$ cat config.mk
export PLATFORM = sky130hd
export DESIGN_NAME = hp_sensor_ctrl_flat
export DESIGN_NICKNAME = d
export VERILOG_FILES = /design/src/rtl/hp_sensor_ctrl_if.sv /design/src/rtl/hp_sensor_ctrl.sv /design/src/flat_wrapper.sv
export SDC_FILE = /design/constraint.sdc
export NUM_CORES = 1
export LEC_CHECK = 0
export ABC_AREA = 1
export BUFFER_PORTS_ARGS = -buffer_cell sky130_fd_sc_hd__buf_4
export CAP_MARGIN = 15
export CORE_UTILIZATION = 36
export DETAILED_ROUTE_END_ITERATION = 12
export PLACE_DENSITY = 0.67
export SETUP_SLACK_MARGIN = 0.15
export SYNTH_ARGS = -nofsm -noshare
export SYNTH_HDL_FRONTEND = slang
export SYNTH_SLANG_ARGS = --single-unit
$ cat constraint.sdc
create_clock -name ck -period 5.2 [get_ports ck]
set_input_delay 1.04 -clock ck [delete_from_list [all_inputs] [get_ports ck]]
set_output_delay 1.04 -clock ck [all_outputs]
set_load 0.005 [all_outputs]
$ cat src/rtl/hp_sensor_ctrl_if.sv
// Bus between hp_sensor_ctrl and the sensor bank / security logic.
// master: the controller side; slave: the bank / system side.
interface hp_sensor_ctrl_if #(
    parameter int N_SENS = 4,
    parameter int CNT_W  = 8
);
    // Signalling: there is no valid/ready pair on this bus. en is a level
    // (bank on while high), clr is a single-cycle pulse sampled on the
    // rising clock edge, alarm_in is already synchronous to the clock, and
    // every controller output is a registered level. glitch_out is the only
    // pulsed output: one-hot for exactly one cycle per self-test.
    logic              en;
    logic              clr;
    logic [N_SENS-1:0] alarm_in;
    logic              sens_vcc;
    logic [N_SENS-1:0] glitch_out;
    logic              alarm_out;
    logic [CNT_W-1:0]  alarm_cnt;
    logic              fault;
    logic [3:0]        fault_idx;
    logic [3:0]        st_sel;
    logic [2:0]        state_dbg;

    modport master (
        input  en, clr, alarm_in,
        output sens_vcc, glitch_out, alarm_out, alarm_cnt,
               fault, fault_idx, st_sel, state_dbg
    );

    modport slave (
        output en, clr, alarm_in,
        input  sens_vcc, glitch_out, alarm_out, alarm_cnt,
               fault, fault_idx, st_sel, state_dbg
    );
endinterface

$ cat src/rtl/hp_sensor_ctrl.sv
// hp_sensor_ctrl: power-up, alarm filtering and round-robin self-test for a
// bank of Hogge-phase glitch sensors.
// Optional feature macro: HP_SELFTEST_EN. When undefined the controller
// never leaves MONITOR on the period timer, so glitch_out, fault, fault_idx
// and st_sel hold their reset value of 0 and every sensor is watched.
module hp_sensor_ctrl #(
    parameter int N_SENS    = 4,
    parameter int WARMUP    = 16,
    parameter int ST_PERIOD = 256,
    parameter int ST_WINDOW = 4,
    parameter int RECOVER   = 4,
    parameter int PERSIST   = 2,
    parameter int CNT_W     = 8
) (
    input  logic             ck,
    input  logic             rst_n,
    hp_sensor_ctrl_if.master bus
);
    localparam int TMAX01 = (WARMUP > ST_PERIOD) ? WARMUP : ST_PERIOD;
    localparam int TMAX23 = (ST_WINDOW > RECOVER) ? ST_WINDOW : RECOVER;
    localparam int TMAX   = (TMAX01 > TMAX23) ? TMAX01 : TMAX23;
    localparam int TW     = $clog2(TMAX + 1);
    localparam int PW     = $clog2(PERSIST + 1);
    localparam int NW     = $clog2(N_SENS + 1);

    typedef enum logic [2:0] {
        S_IDLE, S_WARMUP, S_MONITOR, S_INJECT, S_CHECK, S_RECOV
    } state_t;

    state_t            state_q, state_d;
    logic [TW-1:0]     tmr_q, tmr_d;
    logic [3:0]        sel_q, sel_d;
    logic              sens_vcc_q, sens_vcc_d;
    logic [N_SENS-1:0] glitch_q, glitch_d;
    logic [PW-1:0]     pc_q [N_SENS];
    logic [PW-1:0]     pc_d [N_SENS];
    logic [N_SENS-1:0] qual;
    logic [NW-1:0]     n_qual;
    logic              alarm_q, alarm_d;
    logic [CNT_W-1:0]  cnt_q, cnt_d, cnt_base;
    logic [CNT_W:0]    cnt_sum;
    logic              fault_q, fault_d;
    logic [3:0]        fidx_q, fidx_d;
    logic              fault_set;
    logic              active, busy;
`ifdef HP_SELFTEST_EN
    logic              sel_alarm;
`endif

    // The bank is watched from MONITOR onwards; the sensor under test is
    // blanked for the whole inject/check/recover sequence.
    assign active = bus.en && (state_q inside {S_MONITOR, S_INJECT, S_CHECK, S_RECOV});
    assign busy   = state_q inside {S_INJECT, S_CHECK, S_RECOV};

`ifdef HP_SELFTEST_EN
    // Response of the selected sensor, picked without an oversized index.
    always_comb begin
        sel_alarm = 1'b0;
        for (int i = 0; i < N_SENS; i++)
            if (sel_q == 4'(i)) sel_alarm = bus.alarm_in[i];
    end
`endif

    // Next-state and self-test control.
    always_comb begin
        state_d   = state_q;
        tmr_d     = tmr_q;
        sel_d     = sel_q;
        glitch_d  = '0;
        fault_set = 1'b0;
        if (!bus.en) begin
            state_d = S_IDLE;
            tmr_d   = '0;
        end else begin
            unique case (state_q)
                S_IDLE: begin
                    state_d = S_WARMUP;
                    tmr_d   = TW'(WARMUP - 1);
                end
                S_WARMUP: begin
                    if (tmr_q == '0) begin
                        state_d = S_MONITOR;
                        tmr_d   = TW'(ST_PERIOD - 1);
                    end else begin
                        tmr_d = tmr_q - 1'b1;
                    end
                end
                S_MONITOR: begin
`ifdef HP_SELFTEST_EN
                    if (tmr_q == '0) begin
                        state_d  = S_INJECT;
                        glitch_d = N_SENS'(1) << sel_q;
                    end else begin
                        tmr_d = tmr_q - 1'b1;
                    end
`endif
                end
`ifdef HP_SELFTEST_EN
                S_INJECT: begin
                    state_d = S_CHECK;
                    tmr_d   = TW'(ST_WINDOW - 1);
                end
                S_CHECK: begin
                    if (sel_alarm) begin
                        state_d = S_RECOV;
                        tmr_d   = TW'(RECOVER - 1);
                    end else if (tmr_q == '0) begin
                        fault_set = 1'b1;
                        state_d   = S_RECOV;
                        tmr_d     = TW'(RECOVER - 1);
                    end else begin
                        tmr_d = tmr_q - 1'b1;
                    end
                end
                S_RECOV: begin
                    if (tmr_q == '0) begin
                        state_d = S_MONITOR;
                        tmr_d   = TW'(ST_PERIOD - 1);
                        sel_d   = (sel_q == 4'(N_SENS - 1)) ? 4'd0 : sel_q + 4'd1;
                    end else begin
                        tmr_d = tmr_q - 1'b1;
                    end
                end
`endif
                default: state_d = S_IDLE;
            endcase
        end
        sens_vcc_d = (state_d != S_IDLE);
    end

    // Per-sensor persistence: one qualifying event per assertion run.
    always_comb begin
        qual   = '0;
        n_qual = '0;
        for (int i = 0; i < N_SENS; i++) begin
            pc_d[i] = '0;
            if (active && !(busy && sel_q == 4'(i)) && bus.alarm_in[i]) begin
                if (pc_q[i] == PW'(PERSIST - 1)) qual[i] = 1'b1;
                pc_d[i] = (pc_q[i] == PW'(PERSIST)) ? pc_q[i] : pc_q[i] + 1'b1;
            end
            n_qual = n_qual + NW'(qual[i]);
        end
    end

    // Sticky flags and saturating counter; a new event beats a coincident clr.
    always_comb begin
        cnt_base = bus.clr ? '0 : cnt_q;
        cnt_sum  = {1'b0, cnt_base} + (CNT_W + 1)'(n_qual);
        cnt_d    = cnt_sum[CNT_W] ? '1 : cnt_sum[CNT_W-1:0];
        alarm_d  = (n_qual != '0) ? 1'b1 : (bus.clr ? 1'b0 : alarm_q);
        fault_d  = fault_set ? 1'b1 : (bus.clr ? 1'b0 : fault_q);
        fidx_d   = fault_set ? sel_q : fidx_q;
    end

    // FSM state, shared timer and self-test selection.
    always_ff @(posedge ck or negedge rst_n) begin
        if (!rst_n) begin
            state_q    <= S_IDLE;
            tmr_q      <= '0;
            sel_q      <= '0;
            sens_vcc_q <= 1'b0;
            glitch_q   <= '0;
        end else begin
            state_q    <= state_d;
            tmr_q      <= tmr_d;
            sel_q      <= sel_d;
            sens_vcc_q <= sens_vcc_d;
            glitch_q   <= glitch_d;
        end
    end

    // Alarm filtering, counter and fault registers.
    always_ff @(posedge ck or negedge rst_n) begin
        if (!rst_n) begin
            pc_q    <= '{default: '0};
            alarm_q <= 1'b0;
            cnt_q   <= '0;
            fault_q <= 1'b0;
            fidx_q  <= '0;
        end else begin
            pc_q    <= pc_d;
            alarm_q <= alarm_d;
            cnt_q   <= cnt_d;
            fault_q <= fault_d;
            fidx_q  <= fidx_d;
        end
    end

    assign bus.sens_vcc   = sens_vcc_q;
    assign bus.glitch_out = glitch_q;
    assign bus.alarm_out  = alarm_q;
    assign bus.alarm_cnt  = cnt_q;
    assign bus.fault      = fault_q;
    assign bus.fault_idx  = fidx_q;
    assign bus.st_sel     = sel_q;
    assign bus.state_dbg  = state_q;
endmodule
$ cat src/flat_wrapper.sv
// flat-port wrapper written by rule: the top's interface ports become plain ports
module hp_sensor_ctrl_flat 
#(
    parameter int N_SENS    = 4,
    parameter int WARMUP    = 16,
    parameter int ST_PERIOD = 256,
    parameter int ST_WINDOW = 4,
    parameter int RECOVER   = 4,
    parameter int PERSIST   = 2,
    parameter int CNT_W     = 8
)
  (ck, rst_n, bus_en, bus_clr, bus_alarm_in, bus_sens_vcc, bus_glitch_out, bus_alarm_out, bus_alarm_cnt, bus_fault, bus_fault_idx, bus_st_sel, bus_state_dbg);
  hp_sensor_ctrl_if #(.N_SENS(N_SENS), .CNT_W(CNT_W)) bus_i ();
  input  logic ck;
  input  logic rst_n;
  input wire logic [$bits(bus_i.en)-1:0] bus_en;
  input wire logic [$bits(bus_i.clr)-1:0] bus_clr;
  input wire logic [$bits(bus_i.alarm_in)-1:0] bus_alarm_in;
  output wire logic [$bits(bus_i.sens_vcc)-1:0] bus_sens_vcc;
  output wire logic [$bits(bus_i.glitch_out)-1:0] bus_glitch_out;
  output wire logic [$bits(bus_i.alarm_out)-1:0] bus_alarm_out;
  output wire logic [$bits(bus_i.alarm_cnt)-1:0] bus_alarm_cnt;
  output wire logic [$bits(bus_i.fault)-1:0] bus_fault;
  output wire logic [$bits(bus_i.fault_idx)-1:0] bus_fault_idx;
  output wire logic [$bits(bus_i.st_sel)-1:0] bus_st_sel;
  output wire logic [$bits(bus_i.state_dbg)-1:0] bus_state_dbg;
  assign bus_i.en = bus_en;
  assign bus_i.clr = bus_clr;
  assign bus_i.alarm_in = bus_alarm_in;
  assign bus_sens_vcc = bus_i.sens_vcc;
  assign bus_glitch_out = bus_i.glitch_out;
  assign bus_alarm_out = bus_i.alarm_out;
  assign bus_alarm_cnt = bus_i.alarm_cnt;
  assign bus_fault = bus_i.fault;
  assign bus_fault_idx = bus_i.fault_idx;
  assign bus_st_sel = bus_i.st_sel;
  assign bus_state_dbg = bus_i.state_dbg;
  hp_sensor_ctrl #(.N_SENS(N_SENS), .WARMUP(WARMUP), .ST_PERIOD(ST_PERIOD), .ST_WINDOW(ST_WINDOW), .RECOVER(RECOVER), .PERSIST(PERSIST), .CNT_W(CNT_W)) u_core (.ck(ck), .rst_n(rst_n), .bus(bus_i));
endmodule
==> impl_metrics.yaml, run 1 <==
status:
  status: "finished, final reports clean"
finish:
  diodes: 0
  fillers: 507
  final_core_util_pct: 44.2
  syn2layout_area_growth_pct: 14.7
  nets: 284
  drive_gt1_share_pct: 16.1
logic_synthesis:
  ys_seq_elements: 30
  synth_cell_type_count: 27
  synthArstFlopShare_pct: 100
  syn_avg_cell_area_um2: 8.08
  synth_edf_count: 0
  netlist_instances: 233
  synth_warnings: 0
  seq_area_frac_synth_pct: 39.9
  ys.flop_type: "dfrtp_1"
  syn-cell-area_um2: 1880
clock_network:
  clock_sinks: 30
  clk_latency_ps: 280
  cts_tree: "done"
  clkTransAtPathRegs_ps: 60
  h-tree-depth: 2
  cts_resized: 0
  cts-root-buf: "clkbuf_8"
  cts_made_buffers: 5
  cts_setup_buffers: 0
  clockBufferDepth: 2
  holdBufCountCts: 0
die:
  core.rowCount: 25
  die-height_um: 74.3
  start_util_pct: 38.6
  die_area_um2: 5520
  coreArea_um2: 4880
  die_width_um: 74.3
  pin_count: 34
global_routing:
  grt_overflow: 0
  grt_pass1_wl_um: 5730
  antenna_found_initial: 0
  grt_pass1_vias: 1389
  grt_max_degree: 31
  track_usage_pct: 14.0
detailed_routing:
  drtAntennaViolNets: 0
  drt_iter0_markers: 46
  wl_um: 3350
  routedWlPerCell_um: 10.2
  vias_per_cell: 4.46
  first_pass_iters: 4
  drc: 0
  route.vias.total: 1462
timing:
  min_period_ps: 3600
  fin_setup_tns_ps: 0
  rsz0062_at_grt: "no"
  report.final.hold_viol_count: 0
  slew_viol_final: 0
  setup-violations-final: 0
  post-route-period-util_pct: 69.2
  finClkSkew_ps: 3.92
  fmax_mhz: 278
pwr:
  p_switching_w: 0.000132
  switching_share_pct: 26.4
  p_seq_share_pct: 49.4
  clock_power_share_pct: 38.9
  power.density_nw_per_um2: 232
  p_leak_nw: 1.22
  ir_drop_mv: 0.159
  p_int_w: 0.000369
  power.share.combinational_pct: 11.6
setup_path:
  startpoint_type: "primary input"
  crit_type: "primary input to register"
  reg2reg_slack_ps: 1860
  path_cells: "buf_4 > nand2_2 > a21oi_2 > nand2_1 > nor2_1 > ha_1 > fa_1 > ha_1 > fa_1 > nand2_1 > inv_1 > o21bai_4 > nor2_4 > nand2_4 > nand3_2"
  r2r_cells: 16
  critical_path_arrival_ps: 3760
  cp_slowest_cell: "fa_1"
  max_stage_delay_ps: 460
  r2r_start: "u_core.bus.state_dbg[1]$_DFF_PN0_"
  crit_path_end_kind: "register"
  cp.required_ps: 5370
  worst-path-max-fanout: 8
  r2r_end: "u_core.bus.alarm_cnt[6]$_DFF_PN0_"
min_path:
  hold_end: "u_core.bus.alarm_out$_DFFE_PN0P_"
  min_from: "u_core.bus.alarm_out$_DFFE_PN0P_"
  min_path_type: "register to register"
  hold_depth: 2
placement:
  hpwl_um: 2500
  io_buffer_count: 20
  place.gp.congestion: 0.775
run:
  cap_violations: 0
power groups by stage:
stage	combinational, W	clock [W]	sequential, W
finish	0.0000583	0.000195	0.000248
global route	0.0000682	0.000210	0.000249
CTS	0.0000588	0.000205	0.000248
detailed placement	0.0000584	0	0.000252
global placement	0.0000582	0	0.000252
floorplan	0.0000442	0	0.000251
routing by layer:
metal	share of wire (%)	vias up	global-route usage, %
li1	-	751	-
met1	46	672	15.8
met2	48	34	24.2
met3	4.5	5	3.66
met4	1.5	0	7.55
met5	0	-	0
placed cells by master, fill, tap and decap left out, drive strengths merged:
cell type  instances
inv               37
conb              14
buf               20
a21oi              7
clkinv             1
clkbuf             7
o211ai             1
dfrtp             30
nor2              37
nor3               3
nand4              3
o21bai             2
nand2             52
o21ai              7
o22ai              1
nand3             15
ha                14
or2                2
xor2               6
fa                 2
flip-flops by register name, summed over array words and instances, names as in the netlist:
name	cells
u_core.bus.alarm_out	1
u_core.bus.sens_vcc	1
u_core.bus.state_dbg	3
u_core.bus.alarm_cnt	8
u_core.pc_q	8
u_core.tmr_q	9
cells in the mapped netlist (3+ instances only):
| cell | instances | area share, % |
|---|---|---|
| xor2_1 | 6 | 2.8 |
| nand2_1 | 49 | 9.8 |
| o21ai_0 | 6 | 1.6 |
| nand4_1 | 3 | 1.0 |
| nand3_2 | 4 | 2.1 |
| buf_4 | 13 | 5.2 |
| nor3_1 | 3 | 0.80 |
| a21oi_1 | 6 | 1.6 |
| nor2_1 | 34 | 6.8 |
| nand3_1 | 11 | 2.9 |
| dfrtp_1 | 30 | 40 |
| inv_1 | 35 | 7.0 |
| ha_1 | 14 | 9.3 |
worst max-delay path by stage:
stage                       from                           endpoint  slack [ps]
after floorplan           bus_en  u_core.bus.alarm_cnt[6]$_DFF_PN0_        1700
final                     bus_en  u_core.bus.alarm_cnt[6]$_DFF_PN0_        1600
after global routing      bus_en  u_core.bus.alarm_cnt[6]$_DFF_PN0_        1330
after global placement    bus_en  u_core.bus.alarm_cnt[6]$_DFF_PN0_        1330
after CTS                 bus_en  u_core.bus.alarm_cnt[7]$_DFF_PN0_        1600
after detailed placement  bus_en  u_core.bus.alarm_cnt[7]$_DFF_PN0_        1330
logic make-up after synthesis:
group           count (synthesis)  share of synthesized area (%)
buf+inv                        50                           12.6
compound gates                 18                           6.25
simple gates                  112                           26.9
xor+xnor                        6                           2.79
flops                          30                           39.9
other cells                     1                          0.199
fa+ha+maj                      16                           11.4
through the flow:
| step | power, W | area, um2 | hold WS, ps | std cells | setup slack [ps] |
|---|---|---|---|---|---|
| after floorplan | 0.000295 | 1930 | 471 | 246 | 1700 |
| after global placement | 0.000310 | 2070 | 470 | 320 | 1330 |
| after detailed placement | 0.000310 | 2070 | 471 | 320 | 1330 |
| after CTS | 0.000512 | 2160 | 489 | 328 | 1600 |
| after global routing | 0.000527 | 2160 | 531 | 328 | 1330 |
| final | 0.000501 | 2160 | 481 | 328 | 1600 |
critical path, delay by kind of cell:
family | cells | cell delay, ps
AO/OA/AOI/OAI | 2 | 360
adder cells (fa/ha/maj) | 4 | 1530
buffers and inverters | 2 | 170
AND/OR/NAND/NOR | 7 | 650
layout make-up:
class	count	area (um2)	area share, %
Timing Repair Buffer	20	150	6.96
Clock inverter	1	5.00	0.232
Sequential cell	30	751	34.8
Multi-Input combinational cell	166	943	43.7
Tap cell	67	83.8	3.88
Inverter	37	139	6.43
Clock buffer	7	86.3	4.00
Power figures use the tool's default switching activity.
==> run 2: changes to the inputs <==
Settings changed: PLACE_DENSITY 0.67 to 0.69.
Clock period 5.2 ns to 3 ns, I/O delays scaled along.
==> run 2 against run 1 <==
Against the previous run:
- sequential cell count stayed put
- sequential share of layout area decreased by 2.0 points
- global-route usage up 1.8 points
- cell count grew 4.3%
- combinational power is 92% higher
- power up 76%
- highest routed layer unchanged
- clock power increased by 74%
- worst hold slack got worse by 240 ps
- largest cell class unchanged
- critical path depth shrank 1
- setup slack got worse by 1400 ps
==> impl_metrics.yaml, run 2 (same netlist as run 1, synthesis figures left out) <==
clock_network:
  clock_sinks: 30
  clkTransAtPathRegs_ps: 60
  cts_made_buffers: 5
  h-tree-depth: 2
  clk_latency_ps: 290
  cts-root-buf: "clkbuf_8"
  clockBufferDepth: 2
  holdBufCountCts: 0
  cts_tree: "done"
die:
  die_area_um2: 5520
  die-height_um: 74.3
  pin_count: 34
  start_util_pct: 38.6
  core.rowCount: 25
  coreArea_um2: 4880
  die_width_um: 74.3
global_routing:
  grt_overflow: 0
  grt_max_degree: 31
  antenna_found_initial: 0
  grt_pass1_wl_um: 6490
  track_usage_pct: 15.8
  grt_pass1_vias: 1488
placement:
  placed_area_um2: 2170
  io_buffer_count: 20
  hpwl_um: 2720
  place.gp.congestion: 0.818
  placedCellCount: 331
  place_ws_ps: -23.3
setup_path:
  startpoint_type: "register"
  crit_type: "register to register"
  worst-path-max-fanout: 8
  cp.required_ps: 3170
  crit_path_end_kind: "register"
  critical_path_arrival_ps: 2980
finish:
  largest-register: "u_core.tmr_q"
  nets: 298
  layout_common_cells: "46 x nand2_1, 34 x inv_1, 34 x buf_4"
  register_area_um2: 751
  layoutNonFillerInstCount: 342
  fillers: 483
  largest_register_ffs: 9
  stdcell_area_um2: 2290
  syn2layout_area_growth_pct: 21.9
  drive_gt1_share_pct: 23.6
  final_common_cell: "nand2_1"
  diodes: 0
  multi_input_area_um2: 973
timing:
  finClkSkew_ps: 4.42
  report.final.hold_viol_count: 0
  post-route-period-util_pct: 93.7
  min_period_ps: 2810
  fin_setup_tns_ps: 0
  slew_viol_final: 0
  fmax_mhz: 356
  hold_ws_ps: 240
  rsz0062_at_grt: "yes"
  setup-violations-final: 0
  layout_setup_ws_ps: 188
min_path:
  min_path_type: "primary input to async pin"
detailed_routing:
  drc: 0
  drt_iter0_markers: 89
  first_pass_iters: 4
  drtAntennaViolNets: 0
  routedWlPerCell_um: 10.8
  vias_per_cell: 4.42
  route.vias.total: 1511
  wl_um: 3700
pwr:
  ir_drop_mv: 0.245
  p_leak_nw: 1.27
  power.density_nw_per_um2: 384
status:
  status: "finished, final reports clean"
run:
  cap_violations: 0
==> run 2: changes by cell type in the layout (fill, tap and decap cells not counted), moves of 2 or more <==
| cell | before | now |
|---|---|---|
| buf_4 | 20 | 34 |
| ha_1 | 14 | 12 |
| nand2_1 | 49 | 46 |
| fa_2 | 0 | 2 |
| nand2_2 | 2 | 5 |
| fa_1 | 2 | 0 |
==> run 2: worst max-delay path: stages (launching register included) <==
cell	delay (ps)
dfrtp_1	420
buf_4	150
a21oi_2	150
nand2_1	90
nor2_1	90
ha_1	250
fa_2	380
ha_4	240
fa_2	400
nand2_2	70
inv_2	40
o21bai_4	160
nor2_4	60
nand2_4	110
nand3_2	80
==> run 2: where the power goes <==
part	switching, W	leakage, nW	total (W)	internal [W]
clock	0.000154	0.0482	0.000339	0.000185
combinational	0.0000674	0.814	0.000112	0.0000450
sequential	0.0000117	0.407	0.000430	0.000418
total	0.000233	1.27	0.000881	0.000648
==> run 2: final timing paths <==
path                                                   startpoint                           endpoint  slack [ps]  cells past startpoint
worst max-delay path            u_core.bus.state_dbg[2]$_DFF_PN0_  u_core.bus.alarm_cnt[6]$_DFF_PN0_         190                     14
worst min-delay path                                        rst_n  u_core.bus.state_dbg[1]$_DFF_PN0_         240                      1
worst max register to register  u_core.bus.state_dbg[2]$_DFF_PN0_  u_core.bus.alarm_cnt[6]$_DFF_PN0_         190                     14
worst min register to register   u_core.bus.alarm_out$_DFFE_PN0P_   u_core.bus.alarm_out$_DFFE_PN0P_         500                      2
max in group asynchronous                                   rst_n   u_core.bus.alarm_out$_DFFE_PN0P_        2480                      1
min in group ck                  u_core.bus.alarm_out$_DFFE_PN0P_   u_core.bus.alarm_out$_DFFE_PN0P_         500                      2
==> run 2: metal layers <==
metal / wire (um) / track usage, %
met1: 1650 / 18.2
met2: 1830 / 27.7
met3: 144 / 4.20
met4: 76 / 6.92
met5: 0 / 0
==> run 2: stage by stage <==
step	utilization (%)	power, W
2_1_floorplan	-	0.000512
3_3_place_gp	44.5	0.000544
3_5_place_dp	44.5	0.000546
4_1_cts	46.6	0.000891
5_1_grt	47.0	0.000930
6_report	47.0	0.000881
==> run 2: area by class of cell <==
type                       instances  share of cell area (%)
multi-input combinational        166                    42.4
sequential                        30                    32.7
timing repair buffer              34                    11.1
inverter                          37                    6.06
clock buffer                       7                    3.76
tap                               67                    3.66
clock inverter                     1                   0.218
==> run 2: repair_timing <==
item | in CTS | in global routing
buffers inserted | 1 | 2
setup endpoints to repair | 8 | 8
gates resized for setup | 2 | 3
pin swaps | 1 | 4
